<file path="src/rtl/id_ex_stage_pkg.sv">
// Shared constants for the ID/EX stage: ALU opcodes and forwarding-mux selects.
package id_ex_stage_pkg;

    localparam logic [3:0] OPAND  = 4'b0000;
    localparam logic [3:0] OPOR   = 4'b0001;
    localparam logic [3:0] OPADD  = 4'b0010;
    localparam logic [3:0] OPSUB  = 4'b0110;
    localparam logic [3:0] OPSLT  = 4'b0111;
    localparam logic [3:0] OPNULL = 4'b1111;

    localparam logic [31:0] ZERO = 32'h0000_0000;

    localparam logic [1:0] FWD_REG = 2'b00;
    localparam logic [1:0] FWD_MEM = 2'b01;
    localparam logic [1:0] FWD_WB  = 2'b10;

endpackage

</file>
<file path="src/rtl/id_ex_stage_forward_unit.sv">
// Operand forwarding select for one source register; the MEM result is newer than WB, so it wins.
module forward_unit
    import id_ex_stage_pkg::*;
#(
    parameter int REG_W = 5
) (
    input  logic [REG_W-1:0] iRs,
    input  logic [REG_W-1:0] iMemRd,
    input  logic             iMemRegWrite,
    input  logic [REG_W-1:0] iWbRd,
    input  logic             iWbRegWrite,
    output logic [1:0]       oSel
);

    always_comb begin
        oSel = FWD_REG;
        if (iMemRegWrite && (iMemRd != '0) && (iMemRd == iRs)) begin
            oSel = FWD_MEM;
        end else if (iWbRegWrite && (iWbRd != '0) && (iWbRd == iRs)) begin
            oSel = FWD_WB;
        end
    end

endmodule

</file>
<file path="src/rtl/id_ex_stage.sv">
// ID/EX pipeline register with load-use bubble insertion and MEM/WB forwarding into the ALU operands.
module id_ex_stage
    import id_ex_stage_pkg::*;
#(
    parameter int              DATA_W   = 32,
    parameter int              REG_W    = 5,
    parameter logic [DATA_W-1:0] RESET_PC = '0
) (
    input  logic              iCLK,
    input  logic              iRST,
    input  logic              iValid,
    input  logic [DATA_W-1:0] iPC,
    input  logic [DATA_W-1:0] iRs1Data,
    input  logic [DATA_W-1:0] iRs2Data,
    input  logic [DATA_W-1:0] iImm,
    input  logic [REG_W-1:0]  iRs1,
    input  logic [REG_W-1:0]  iRs2,
    input  logic [REG_W-1:0]  iRd,
    input  logic [3:0]        iALUControl,
    input  logic              iALUSrc,
    input  logic              iRegWrite,
    input  logic              iMemRead,
    input  logic              iMemWrite,
    input  logic              iBranch,
    input  logic [REG_W-1:0]  iMemRd,
    input  logic              iMemRegWrite,
    input  logic [DATA_W-1:0] iMemResult,
    input  logic [REG_W-1:0]  iWbRd,
    input  logic              iWbRegWrite,
    input  logic [DATA_W-1:0] iWbResult,
    input  logic              iStallExt,
    input  logic              iFlush,
    output logic              oStall,
    output logic              oValid,
    output logic [3:0]        oALUControl,
    output logic [DATA_W-1:0] oA,
    output logic [DATA_W-1:0] oB,
    output logic [DATA_W-1:0] oStoreData,
    output logic [DATA_W-1:0] oPC,
    output logic [REG_W-1:0]  oRd,
    output logic              oRegWrite,
    output logic              oMemRead,
    output logic              oMemWrite,
    output logic              oBranch
);

    logic              valid_q, valid_d;
    logic [3:0]        ctrl_q, ctrl_d;
    logic [DATA_W-1:0] pc_q, pc_d;
    logic [DATA_W-1:0] rs1_data_q, rs1_data_d;
    logic [DATA_W-1:0] rs2_data_q, rs2_data_d;
    logic [DATA_W-1:0] imm_q, imm_d;
    logic [REG_W-1:0]  rs1_q, rs1_d;
    logic [REG_W-1:0]  rs2_q, rs2_d;
    logic [REG_W-1:0]  rd_q, rd_d;
    logic              alusrc_q, alusrc_d;
    logic              regwrite_q, regwrite_d;
    logic              memread_q, memread_d;
    logic              memwrite_q, memwrite_d;
    logic              branch_q, branch_d;

    logic              hazard;
    logic [1:0]        sel1, sel2;
    logic [DATA_W-1:0] fwd1, fwd2;

    // Only a load already in this stage can produce a value the decode slot cannot get in time.
    assign hazard = valid_q && memread_q && (rd_q != '0) && iValid &&
                    ((rd_q == iRs1) ||
                     ((rd_q == iRs2) && !iALUSrc) ||
                     ((rd_q == iRs2) && iMemWrite));

    assign oStall = hazard || iStallExt;

    always_comb begin
        valid_d    = valid_q;
        ctrl_d     = ctrl_q;
        pc_d       = pc_q;
        rs1_data_d = rs1_data_q;
        rs2_data_d = rs2_data_q;
        imm_d      = imm_q;
        rs1_d      = rs1_q;
        rs2_d      = rs2_q;
        rd_d       = rd_q;
        alusrc_d   = alusrc_q;
        regwrite_d = regwrite_q;
        memread_d  = memread_q;
        memwrite_d = memwrite_q;
        branch_d   = branch_q;
        if (iFlush || (!iStallExt && hazard)) begin
            valid_d    = 1'b0;
            ctrl_d     = OPNULL;
            regwrite_d = 1'b0;
            memread_d  = 1'b0;
            memwrite_d = 1'b0;
            branch_d   = 1'b0;
        end else if (!iStallExt) begin
            valid_d    = iValid;
            ctrl_d     = iALUControl;
            pc_d       = iPC;
            rs1_data_d = iRs1Data;
            rs2_data_d = iRs2Data;
            imm_d      = iImm;
            rs1_d      = iRs1;
            rs2_d      = iRs2;
            rd_d       = iRd;
            alusrc_d   = iALUSrc;
            regwrite_d = iRegWrite && iValid;
            memread_d  = iMemRead && iValid;
            memwrite_d = iMemWrite && iValid;
            branch_d   = iBranch && iValid;
        end
    end

    always_ff @(posedge iCLK or posedge iRST) begin
        if (iRST) begin
            valid_q    <= 1'b0;
            ctrl_q     <= OPNULL;
            pc_q       <= RESET_PC;
            rs1_data_q <= '0;
            rs2_data_q <= '0;
            imm_q      <= '0;
            rs1_q      <= '0;
            rs2_q      <= '0;
            rd_q       <= '0;
            alusrc_q   <= 1'b0;
            regwrite_q <= 1'b0;
            memread_q  <= 1'b0;
            memwrite_q <= 1'b0;
            branch_q   <= 1'b0;
        end else begin
            valid_q    <= valid_d;
            ctrl_q     <= ctrl_d;
            pc_q       <= pc_d;
            rs1_data_q <= rs1_data_d;
            rs2_data_q <= rs2_data_d;
            imm_q      <= imm_d;
            rs1_q      <= rs1_d;
            rs2_q      <= rs2_d;
            rd_q       <= rd_d;
            alusrc_q   <= alusrc_d;
            regwrite_q <= regwrite_d;
            memread_q  <= memread_d;
            memwrite_q <= memwrite_d;
            branch_q   <= branch_d;
        end
    end

    forward_unit #(.REG_W(REG_W)) u_fwd_rs1 (
        .iRs          (rs1_q),
        .iMemRd       (iMemRd),
        .iMemRegWrite (iMemRegWrite),
        .iWbRd        (iWbRd),
        .iWbRegWrite  (iWbRegWrite),
        .oSel         (sel1)
    );

    forward_unit #(.REG_W(REG_W)) u_fwd_rs2 (
        .iRs          (rs2_q),
        .iMemRd       (iMemRd),
        .iMemRegWrite (iMemRegWrite),
        .iWbRd        (iWbRd),
        .iWbRegWrite  (iWbRegWrite),
        .oSel         (sel2)
    );

    function automatic logic [DATA_W-1:0] fwd_mux(input logic [1:0] sel,
                                                  input logic [DATA_W-1:0] stored,
                                                  input logic [DATA_W-1:0] mem_res,
                                                  input logic [DATA_W-1:0] wb_res);
        case (sel)
            FWD_MEM: fwd_mux = mem_res;
            FWD_WB:  fwd_mux = wb_res;
            default: fwd_mux = stored;
        endcase
    endfunction

    assign fwd1 = fwd_mux(sel1, rs1_data_q, iMemResult, iWbResult);
    assign fwd2 = fwd_mux(sel2, rs2_data_q, iMemResult, iWbResult);

    assign oValid      = valid_q;
    assign oALUControl = ctrl_q;
    assign oA          = fwd1;
    assign oB          = alusrc_q ? imm_q : fwd2;
    assign oStoreData  = fwd2;
    assign oPC         = pc_q;
    assign oRd         = rd_q;
    assign oRegWrite   = regwrite_q && valid_q;
    assign oMemRead    = memread_q && valid_q;
    assign oMemWrite   = memwrite_q && valid_q;
    assign oBranch     = branch_q && valid_q;

endmodule

</file>
<file path="config.mk">
export PLATFORM = sky130hd
export DESIGN_NAME = id_ex_stage
export DESIGN_NICKNAME = d
export VERILOG_FILES = /design/src/rtl/id_ex_stage_pkg.sv /design/src/rtl/id_ex_stage_forward_unit.sv /design/src/rtl/id_ex_stage.sv
export SDC_FILE = /design/constraint.sdc
export NUM_CORES = 1
export LEC_CHECK = 0
export CAP_MARGIN = 0
export CORE_ASPECT_RATIO = 0.7
export CORE_MARGIN = 5
export CORE_UTILIZATION = 25
export DETAILED_ROUTE_END_ITERATION = 16
export MAX_ROUTING_LAYER = met4
export PLACE_DENSITY_LB_ADDON = 0.05
export SETUP_SLACK_MARGIN = 0.1
export SLEW_MARGIN = 20
export SYNTH_ARGS = -nofsm -noshare
export SYNTH_HDL_FRONTEND = slang
export SYNTH_SLANG_ARGS = --single-unit
</file>
<file path="constraint.sdc">
create_clock -name iCLK -period 7.7 [get_ports iCLK]
set_input_delay 1.54 -clock iCLK [delete_from_list [all_inputs] [get_ports iCLK]]
set_output_delay 1.54 -clock iCLK [all_outputs]
set_load 0.005 [all_outputs]
</file>
## Yosys cells after proc, flatten, opt, wreduce, memory -nomap -nowiden

Cells that the tools add are included.

- Register bits after elaboration: 153
- Latch bits: 0
- RAM bits: 0
- Memory bits (read-only): 0
- Input port bits: 233
- Output and inout port bits: 143
- Logic and storage cells: 76
- Memories: 0

- Add/subtract/negate cells: 0
- Multipliers: 0
- Div/mod/pow operators: 0
- Order comparisons: 0
- Equality and inequality tests: 11
- Shift operators: 0
- Multiplexer cells: 19
- Bitwise operators: 2
- Reductions and logical operators: 30

Operators by type and width:

| kind | count |
|---|---|
| $pmux W32 S2 | 2 |
| $mux W32 | 1 |
| $eq A5 B5 Y1 | 6 |
| $logic_and A1 B1 Y1 | 20 |
| $reduce_bool A5 Y1 | 3 |
| $mux W1 | 10 |
| $mux W2 | 4 |
| $mux W4 | 2 |
| $eq A2 B1 Y1 const B | 2 |
| $eq A2 B2 Y1 const B | 2 |
| $logic_or A1 B1 Y1 | 4 |
| $logic_not A1 Y1 | 2 |
| $ne A2 B1 Y1 const B | 1 |
| $not A1 Y1 | 2 |
| $reduce_and A2 Y1 | 1 |

## Longest topological paths before layout

Gate-level depths: netlist of the first run.

- Depth in word-level cells: 9
- Depth in mapped cells: 7
- Depth with buffers taken out: 5

## Hierarchy

Synthesis of the first run repeated with hierarchy kept, for this count alone.

- Cells, all modules: 657
- Area total of the unflattened synthesis: 7762.4 um^2

By module, submodules not included:

| module | instances | cells each | area an instance (um^2) | seq. area each (um^2) |
|---|---|---|---|---|
| id_ex_stage | 1 | 617 | 7459.7 | 3833.7 |
| forward_unit | 2 | 20 | 151.4 | 0.0 |

## Worst setup path before layout of the first run

OpenSTA, ideal clock, no wires.

- Path type: input to output
- Start: input port iMemRd[1]
- End: output port oB[11]
- Arrival time: 3.126 ns
- Data required time: 6.160 ns
- Path slack: 3.034 ns
- Stages: 7
- Buffers on the path: 2
- Path through: or4_1 o211ai_1 buf_4 buf_2 nor3_1 a31oi_1 mux2_2

- Cells in the longest elaborated chain, start to end: 7

RTL lines:

| what | line | text |
|---|---|---|
| start, declared | id_ex_stage.sv:25 | `input logic [REG_W-1:0] iMemRd,` |
| $reduce_bool A5 Y1 | id_ex_stage_forward_unit.sv:17 | `if (iMemRegWrite && (iMemRd != '0) && (iMemRd == iRs)) begin` |
| $logic_and A1 B1 Y1 | id_ex_stage_forward_unit.sv:17 |  |
| $logic_and A1 B1 Y1 * | id_ex_stage_forward_unit.sv:17 |  |
| $mux W2 * | id_ex_stage_forward_unit.sv:17 |  |
| $eq A2 B2 Y1 / $eq A2 B1 Y1 (equally long branches) | id_ex_stage.sv:170 | `case (sel)` |
| $pmux W32 S2 * | id_ex_stage.sv:170 |  |
| via oStoreData[11] | id_ex_stage.sv:38 | `output logic [DATA_W-1:0] oStoreData,` |
| $mux W32 * | id_ex_stage.sv:183 | `assign oB = alusrc_q ? imm_q : fwd2;` |
| end, declared | id_ex_stage.sv:37 | `output logic [DATA_W-1:0] oB,` |

Mark *: on every way through the listed nets, which the timed path passes. The rest lies on a longest branch.

## Worst setup path in the final report of the first run

- Start: input port iMemRd[1]
- End: output port oB[17]

- Cells in the longest elaborated chain, start to end: 7

RTL lines:

| what | line |
|---|---|
| $reduce_bool A5 Y1 | id_ex_stage_forward_unit.sv:17 |
| $logic_and A1 B1 Y1 | id_ex_stage_forward_unit.sv:17 |
| $logic_and A1 B1 Y1 * | id_ex_stage_forward_unit.sv:17 |
| $mux W2 * | id_ex_stage_forward_unit.sv:17 |
| $eq A2 B2 Y1 / $eq A2 B1 Y1 (equally long branches) | id_ex_stage.sv:170 |
| $pmux W32 S2 * | id_ex_stage.sv:170 |
| $mux W32 * | id_ex_stage.sv:183 |

Every way passes the cells marked *; elsewhere a longest branch is shown, timed or not.

==> flow_metrics.tcl, run 1 <==
set metrics [dict create \
    grt_use_total_pct 18.7 \
    finalNetCount 1287 \
    fin_skew_ns 0.00724 \
    p_comb_share_pct 31.3 \
    cp-endpoint "oB[17]" \
    clk_pin_slew_ns 0.07 \
    ys_seq_area_share_pct 47.4 \
    fp.coreArea_um2 32100 \
    hold_violations 0 \
    cp-start-kind "input pin" \
    drt-initial-drc-count 261 \
    cts_tree "built" \
    clock_sinks 153 \
    synth_cell_types 41 \
    ioPinCount 376 \
    syn2layout_area_growth_pct 58.2 \
    drv_cap 0 \
    post_drt_wl_per_cell_um 22.0 \
    grt_max_degree 87 \
    r2r_slack_ns 4.41 \
    avgSynthCellArea_um2 11.5 \
    avgViaCountPerCell 4.60 \
    hold_start "memwrite_q$_DFFE_PP0P_" \
    rsz0062_at_grt "no" \
    cts_hold_buf 0 \
    relSlewSlack_pct 25.0 \
    p_int_mw 1.90 \
    layout-drive-gt1-share_pct 15.1 \
    setup_tns_ns 0 \
    io_buffer_count 375 \
    ant_nets 0 \
    drc_errors 0 \
    slew_violations 0 \
    synth_nets 935 \
    gp_congestion 0.805 \
    ctsResizeCount 0 \
    ys_seq_elements 153 \
    syn_inst 702 \
    die_area_um2 36100 \
    worstReg2RegStart "oRd[1]$_DFFE_PP0P_" \
    grt_pass1_wl_mm 49.5 \
    post-cts-setup-buffers 0 \
    antenna_found_initial 3 \
    first_pass_iters 4 \
    rr_worst_depth 6 \
    critical_path_class "input pin to output pin" \
    tightest_slew_ns 1.12 \
    sw_frac_of_total_pct 28.7 \
    vias 6898 \
    min_period_ns 6.53 \
    r2r_end "rs2_q[1]$_DFFE_PP0P_" \
    leakage_nw 4.74 \
    routed_wl_mm 32.9 \
    end_kind "output pin" \
    start_util_pct 25.2 \
    min_path_cells 2 \
    cts_buffer_depth 2 \
    crit_fanout 21 \
    net-switching-power_uw 763 \
    setup.worst_path.start "iMemRd[1]" \
    grt_pass1_vias 7575 \
    p_clk_share_pct 31.2 \
    yosysWarnings 0 \
    irDropWorstVdd_uv 84.4 \
    grt_overflow_total 0 \
    seq_power_share_pct 37.4 \
    h-tree-depth 4 \
    fp.dieW_um 225 \
    insertion_delay_ns 0.43 \
    dp_hpwl_mm 24.3 \
    fp.dieH_um 161 \
    hold_class "register to register" \
    period_share_pct 84.8 \
    cts_buffers 17 \
    setup_viol 0 \
    rows 55 \
    syn-cell-area_um2 8090 \
    finish.utilization_pct 39.8 \
    status "finished clean" \
    worstPathArrival_ns 4.99 \
    worstPathRequired_ns 6.16 \
    power_density_nw_per_um2 208 \
    max_freq_mhz 153 \
    root_buffer "clkbuf_16" \
]
==> layer usage <==
layer | GRT usage, % | wire (um)
met1 | 24.7 | 15100
met2 | 28.5 | 15200
met3 | 5.43 | 2180
met4 | 4.23 | 446
met5 | - | 0
==> power groups by stage <==
stage | clock network [mW] | logic, mW | registers (mW)
finish | 0.831 | 0.834 | 0.995
global route | 0.902 | 0.900 | 1.01
CTS | 0.870 | 0.848 | 0.997
detailed placement | 0 | 0.843 | 1.01
global placement | 0 | 0.846 | 1.01
floorplan | 0 | 0.347 | 0.985
==> critical path: stages <==
cell and delay, ns:
clkdlybuf4s50_1 0.50, or4_1 0.58, o211ai_1 0.22, buf_4 0.34, or2_1 0.47, buf_4 0.39, a31oi_1 0.19, mux2_2 0.30
clkdlybuf4s50_1 0.45
==> state kept, by name (all words and copies together) (netlist names) <==
signal / count
rs1_q: 5
oALUControl: 4
oValid: 1
oRd: 5
regwrite_q: 1
alusrc_q: 1
rs1_data_q: 32
oPC: 32
imm_q: 32
rs2_q: 5
memwrite_q: 1
rs2_data_q: 32
memread_q: 1
branch_q: 1
==> cells in the final DEF (no fill, tap or decap), drive strengths merged, types with 5 or more instances in the layout <==
| cell type | count |
|---|---|
| clkdlybuf4s50 | 375 |
| nor2 | 29 |
| buf | 13 |
| xnor2 | 24 |
| dfrtp | 149 |
| o21ai | 34 |
| nand4 | 23 |
| o31ai | 33 |
| mux2i | 32 |
| a211oi | 13 |
| nand2 | 49 |
| and2 | 6 |
| clkinvlp | 5 |
| clkbuf | 21 |
| mux2 | 163 |
| xor2 | 6 |
| o31a | 13 |
| a31oi | 19 |
| nor3 | 21 |
==> area by class of cell <==
type	instances	area, um2
Fill cell	3185	19300
Multi-Input combinational cell	491	3990
Timing Repair Buffer	388	3850
Sequential cell	153	3830
Tap cell	427	534
Clock buffer	21	470
Clock inverter	11	96.3
Inverter	3	16.3
Antenna cell	4	10.0
==> cell usage after synthesis <==
cell | n | area, um2
dfrtp_1 | 149 | 3730
mux2_2 | 103 | 1160
mux2_1 | 60 | 676
nand2_1 | 49 | 184
o31ai_1 | 33 | 248
mux2i_1 | 32 | 320
o21ai_0 | 31 | 155
clkbuf_1 | 29 | 109
nor2_1 | 29 | 109
xnor2_1 | 24 | 210
nand4_1 | 23 | 144
nor3_1 | 21 | 105
a31oi_1 | 19 | 119
buf_2 | 17 | 85.1
a211oi_1 | 13 | 97.6
o31a_1 | 13 | 114
and2_1 | 6 | 37.5
buf_6 | 6 | 67.6
xor2_1 | 6 | 52.6
dfstp_2 | 4 | 105
o32a_1 | 4 | 40.0
a32o_1 | 3 | 30.0
inv_1 | 3 | 11.3
o21ai_1 | 3 | 15.0
buf_4 | 2 | 15.0
nand3_1 | 2 | 10.0
nor2b_1 | 2 | 12.5
or2_2 | 2 | 12.5
or4_1 | 2 | 15.0
a21oi_1 | 1 | 5.00
a21oi_2 | 1 | 8.76
a22o_1 | 1 | 8.76
and4_1 | 1 | 8.76
buf_1 | 1 | 3.75
nand2b_1 | 1 | 6.26
nor4_2 | 1 | 12.5
nor4_4 | 1 | 21.3
o211a_1 | 1 | 10.0
o211ai_1 | 1 | 7.51
o22ai_1 | 1 | 6.26
or2_1 | 1 | 6.26
==> how the worst min path moves through the flow <==
stage	slack, ns	endpoint
finish	0.48	memwrite_q$_DFFE_PP0P_
global route	0.50	imm_q[18]$_DFFE_PP0P_
CTS	0.48	memwrite_q$_DFFE_PP0P_
detailed placement	0.47	memwrite_q$_DFFE_PP0P_
global placement	0.45	memwrite_q$_DFFE_PP0P_
floorplan	0.44	memwrite_q$_DFFE_PP0P_
==> per-stage QoR <==
stage          total power [mW]  instance area (um2)  worst slack, ns  hold WS [ns]  instances
6_report                   2.66                12800             1.17         0.481       1498
5_1_grt                    2.81                12800             1.04         0.500       1497
4_1_cts                    2.72                12800             1.16         0.482       1494
3_5_place_dp               1.85                12200             1.16         0.471       1462
3_3_place_gp               1.86                12200             1.21         0.455       1462
2_1_floorplan              1.33                 8090             2.05         0.441        702
==> cell families after synthesis <==
| group | share of synthesized area (%) |
|---|---|
| flip-flops | 47.4 |
| buffers and inverters | 3.60 |
| AO/OA/AOI/OAI | 10.7 |
| XOR/XNOR | 3.25 |
| AND/OR/NAND/NOR | 8.46 |
| multiplexers | 26.6 |
Note: power is estimated with default switching activity, not from simulation.
==> run 2: changes to the inputs <==
Clock period 7.7 ns to 6.7 ns, I/O delays scaled along.
==> flow_metrics.tcl, run 2 (synthesis results as in run 1) <==
set metrics [dict create \
    fillCellCount 3137 \
    drt-initial-drc-count 335 \
    fin_area_um2 12900 \
    ctsResizeCount 0 \
    cts_buffers 17 \
    max_freq_mhz 177 \
    post-cts-setup-buffers 0 \
    fp.coreArea_um2 32100 \
    setup_viol 0 \
    rsz0062_at_grt "no" \
    ioPinCount 376 \
    cts_tree "built" \
    grt_pass1_vias 7734 \
    cts_buffer_depth 2 \
    setup_tns_ns 0 \
    drc_errors 0 \
    grt_overflow_total 0 \
    worstPathArrival_ns 4.30 \
    fp.dieW_um 225 \
    fin_skew_ns 0.00894 \
    io_buffer_count 375 \
    clock_sinks 153 \
    dp_cells 1467 \
    cts_hold_buf 0 \
    end_kind "output pin" \
    rows 55 \
    start_util_pct 25.2 \
    die_area_um2 36100 \
    ant_nets 0 \
    syn2layout_area_growth_pct 59.2 \
    cp-start-kind "input pin" \
    min_period_ns 5.64 \
    antenna_found_initial 4 \
    crit_fanout 30 \
    period_share_pct 84.1 \
    grt_max_degree 111 \
    power_density_nw_per_um2 242 \
    drv_cap 0 \
    vias 7016 \
    place_area_um2 12300 \
    final_common_cell "clkdlybuf4s50_1" \
    r2r_slack_ns 4.04 \
    dp_hpwl_mm 24.6 \
    leakage_nw 4.79 \
    most-common-layout-cells "clkdlybuf4s50_1 (375), dfrtp_1 (148), mux2_2 (103)" \
    routed_wl_mm 33.4 \
    grt_use_total_pct 18.8 \
    post_drt_wl_per_cell_um 22.3 \
    hold_violations 0 \
    irDropWorstVdd_uv 103 \
    whs_ns 0.479 \
    grt_pass1_wl_mm 49.8 \
    slew_violations 0 \
    critical_path_class "input pin to output pin" \
    clk_pin_slew_ns 0.07 \
    root_buffer "clkbuf_16" \
    relSlewSlack_pct 29.0 \
    worstPathRequired_ns 5.36 \
    tightest_slew_ns 1.06 \
    status "finished clean" \
    hold_class "register to register" \
    avgViaCountPerCell 4.67 \
    first_pass_iters 4 \
    stdcell_count 1503 \
    finalNetCount 1292 \
    finish.utilization_pct 40.1 \
    insertion_delay_ns 0.44 \
    layout-drive-gt1-share_pct 15.6 \
    fp.dieH_um 161 \
    h-tree-depth 4 \
    gp_congestion 0.793 \
]
run 2: area by class of cell:
class,instances,area [um2],share of cell area (%)
antenna,4,10.0,0.0777
clock buffer,19,453,3.51
clock inverter,13,144,1.12
inverter,3,16.3,0.126
multi-input combinational,491,3990,31.0
sequential,153,3830,29.8
tap,427,534,4.15
timing repair buffer,393,3900,30.3
run 2: critical path: stages:
cell             delay, ns
clkdlybuf4s50_1       0.48
or4_1                 0.57
o211ai_1              0.27
or2_1                 0.19
buf_4                 0.40
a31oi_1               0.25
mux2_2                0.32
clkdlybuf4s50_1       0.45
run 2: worst paths after layout:
path,endpoint,cells after the start,from
max,oB[0],8,iMemRd[1]
min,memwrite_q$_DFFE_PP0P_,2,memwrite_q$_DFFE_PP0P_
max reg2reg,rs2_data_q[30]$_DFFE_PP0P_,5,oRd[0]$_DFFE_PP0P_
min reg2reg,memwrite_q$_DFFE_PP0P_,2,memwrite_q$_DFFE_PP0P_
max in group asynchronous,alusrc_q$_DFFE_PP0P_,3,iRST
min in group asynchronous,oPC[25]$_DFFE_PP0P_,2,iRST
run 2: stage by stage:
| step | setup WS [ns] | total power, mW |
|---|---|---|
| 2_1_floorplan | 1.25 | 1.53 |
| 4_1_cts | 1.03 | 3.16 |
| 3_3_place_gp | 1.12 | 2.14 |
| 5_1_grt | 0.887 | 3.28 |
| 3_5_place_dp | 1.03 | 2.14 |
| 6_report | 1.06 | 3.11 |
run 2: routing by layer:
layer  vias up  track usage [%]  part of all wire, %
met2       229             29.0                   46
met4         0             4.87                  1.7
li1       3312                -                    -
met5         -                -                    0
met3        33             4.79                  5.8
met1      3442             24.9                   46
run 2: report_power, final:
part / total [mW] / switching [mW] / internal [mW]
clock network: 1.00 / 0.430 / 0.572
registers: 1.14 / 0.0875 / 1.06
logic: 0.967 / 0.378 / 0.589
==> run 3: changes to the inputs <==
Clock period 6.7 ns to 5.71 ns, I/O delays scaled along.
==> flow_metrics.tcl, run 3 (synthesis results as in run 1) <==
set metrics [dict create \
    ctsResizeCount 0 \
    drt-initial-drc-count 405 \
    finalNetCount 1298 \
    ioPinCount 376 \
    rsz0062_at_grt "no" \
    drc_errors 0 \
    clock_sinks 153 \
    io_buffer_count 375 \
    min_period_ns 5.23 \
    relSlewSlack_pct 31.7 \
    dp_hpwl_mm 25.2 \
    post-cts-setup-buffers 0 \
    status "finished clean" \
    whs_ns 0.472 \
    end_kind "output pin" \
    die_area_um2 36100 \
    stdcell_count 1509 \
    cts_buffers 17 \
    tightest_slew_ns 1.02 \
    setup_tns_ns 0 \
    hold_start "memwrite_q$_DFFE_PP0P_" \
    cp-start-kind "input pin" \
    setup_viol 0 \
    worstPathArrival_ns 4.09 \
    drv_cap 0 \
    slew_violations 0 \
    setup.worst_path.start "iMemRd[1]" \
    leakage_nw 4.83 \
    antenna_found_initial 4 \
    max_freq_mhz 191 \
    vias 7014 \
    first_pass_iters 5 \
    hold_violations 0 \
    grt_use_total_pct 18.9 \
    start_util_pct 25.2 \
    insertion_delay_ns 0.44 \
    grt_pass1_vias 7660 \
    grt_pass1_wl_mm 49.9 \
    routed_wl_mm 33.7 \
    final_common_cell "clkdlybuf4s50_1" \
    power_density_nw_per_um2 284 \
    fin_skew_ns 0.00936 \
    finish.utilization_pct 40.4 \
    worstPathRequired_ns 4.57 \
    most-common-layout-cells "clkdlybuf4s50_1 (375), dfrtp_1 (148), mux2_2 (103)" \
    layout-drive-gt1-share_pct 15.8 \
    h-tree-depth 4 \
    ant_nets 0 \
    grt_max_degree 93 \
    hold_class "register to register" \
    period_share_pct 91.6 \
    syn2layout_area_growth_pct 60.4 \
    fillCellCount 3178 \
    worstReg2RegStart "oRd[1]$_DFFE_PP0P_" \
    grt_overflow_total 0 \
    fp.coreArea_um2 32100 \
    rows 55 \
    crit_fanout 26 \
    fp.dieW_um 225 \
    cts_buffer_depth 2 \
    cts_hold_buf 0 \
    critical_path_class "input pin to output pin" \
    gp_congestion 0.817 \
    root_buffer "clkbuf_16" \
    clk_pin_slew_ns 0.07 \
    post_drt_wl_per_cell_um 22.3 \
    avgViaCountPerCell 4.65 \
    irDropWorstVdd_uv 149 \
    fp.dieH_um 161 \
    cts_tree "built" \
    dp_cells 1473 \
]
[run 3: cell types whose count changed in the layout (fill, tap and decap cells not counted), sizes merged]
cell and change:
clkinv -2, buf +6, bufinv +1, inv -2, clkbuf +3
[run 3: cell type report]
class                      count  area [um2]  area share, %
timing repair buffer         399        3980           30.7
inverter                       3        16.3          0.125
sequential                   153        3830           29.5
clock buffer                  22         464           3.58
antenna                        4        10.0         0.0771
tap                          427         534           4.12
clock inverter                10         143           1.10
multi-input combinational    491        3990           30.8
[run 3: path summary, 6_finish.rpt]
kind | end | slack [ns] | cells after the start
max | oB[0] | 0.48 | 8
min | memwrite_q$_DFFE_PP0P_ | 0.47 | 2
max reg2reg | rs1_data_q[15]$_DFFE_PP0P_ | 3.17 | 5
min reg2reg | memwrite_q$_DFFE_PP0P_ | 0.47 | 2
max in group asynchronous | rs1_data_q[16]$_DFFE_PP0P_ | 3.39 | 3
min in group asynchronous | oPC[30]$_DFFE_PP0P_ | 1.29 | 2
[run 3: power breakdown]
part | switching [mW] | leakage (nW) | internal [mW]
Combinational | 0.439 | 2.75 | 0.697
Sequential | 0.110 | 1.80 | 1.24
Clock | 0.493 | 0.283 | 0.713
Total | 1.04 | 4.83 | 2.65
[run 3: layer usage]
metal / vias to the layer above / track usage (%) / wire [um]
li1: 3326 / - / -
met1: 3462 / 25.3 / 15500
met2: 207 / 28.7 / 15500
met3: 19 / 5.24 / 2320
met4: 0 / 4.07 / 359
met5: - / - / 0
[run 3: per-stage QoR]
stage	worst slack [ns]	power, mW	instance area, um2
after CTS	0.447	3.75	13000
after floorplan	0.453	1.80	8090
after global placement	0.507	2.52	12400
after detailed placement	0.459	2.52	12400
after global routing	0.327	3.89	13000
final	0.479	3.69	13000
[run 3: critical path, cell delays in order]
cell and delay [ns]:
clkdlybuf4s50_1 0.47, or4_1 0.59, o211ai_1 0.35, or2_1 0.18
buf_4 0.33, a31oi_1 0.23, mux2_2 0.31, clkdlybuf4s50_1 0.47
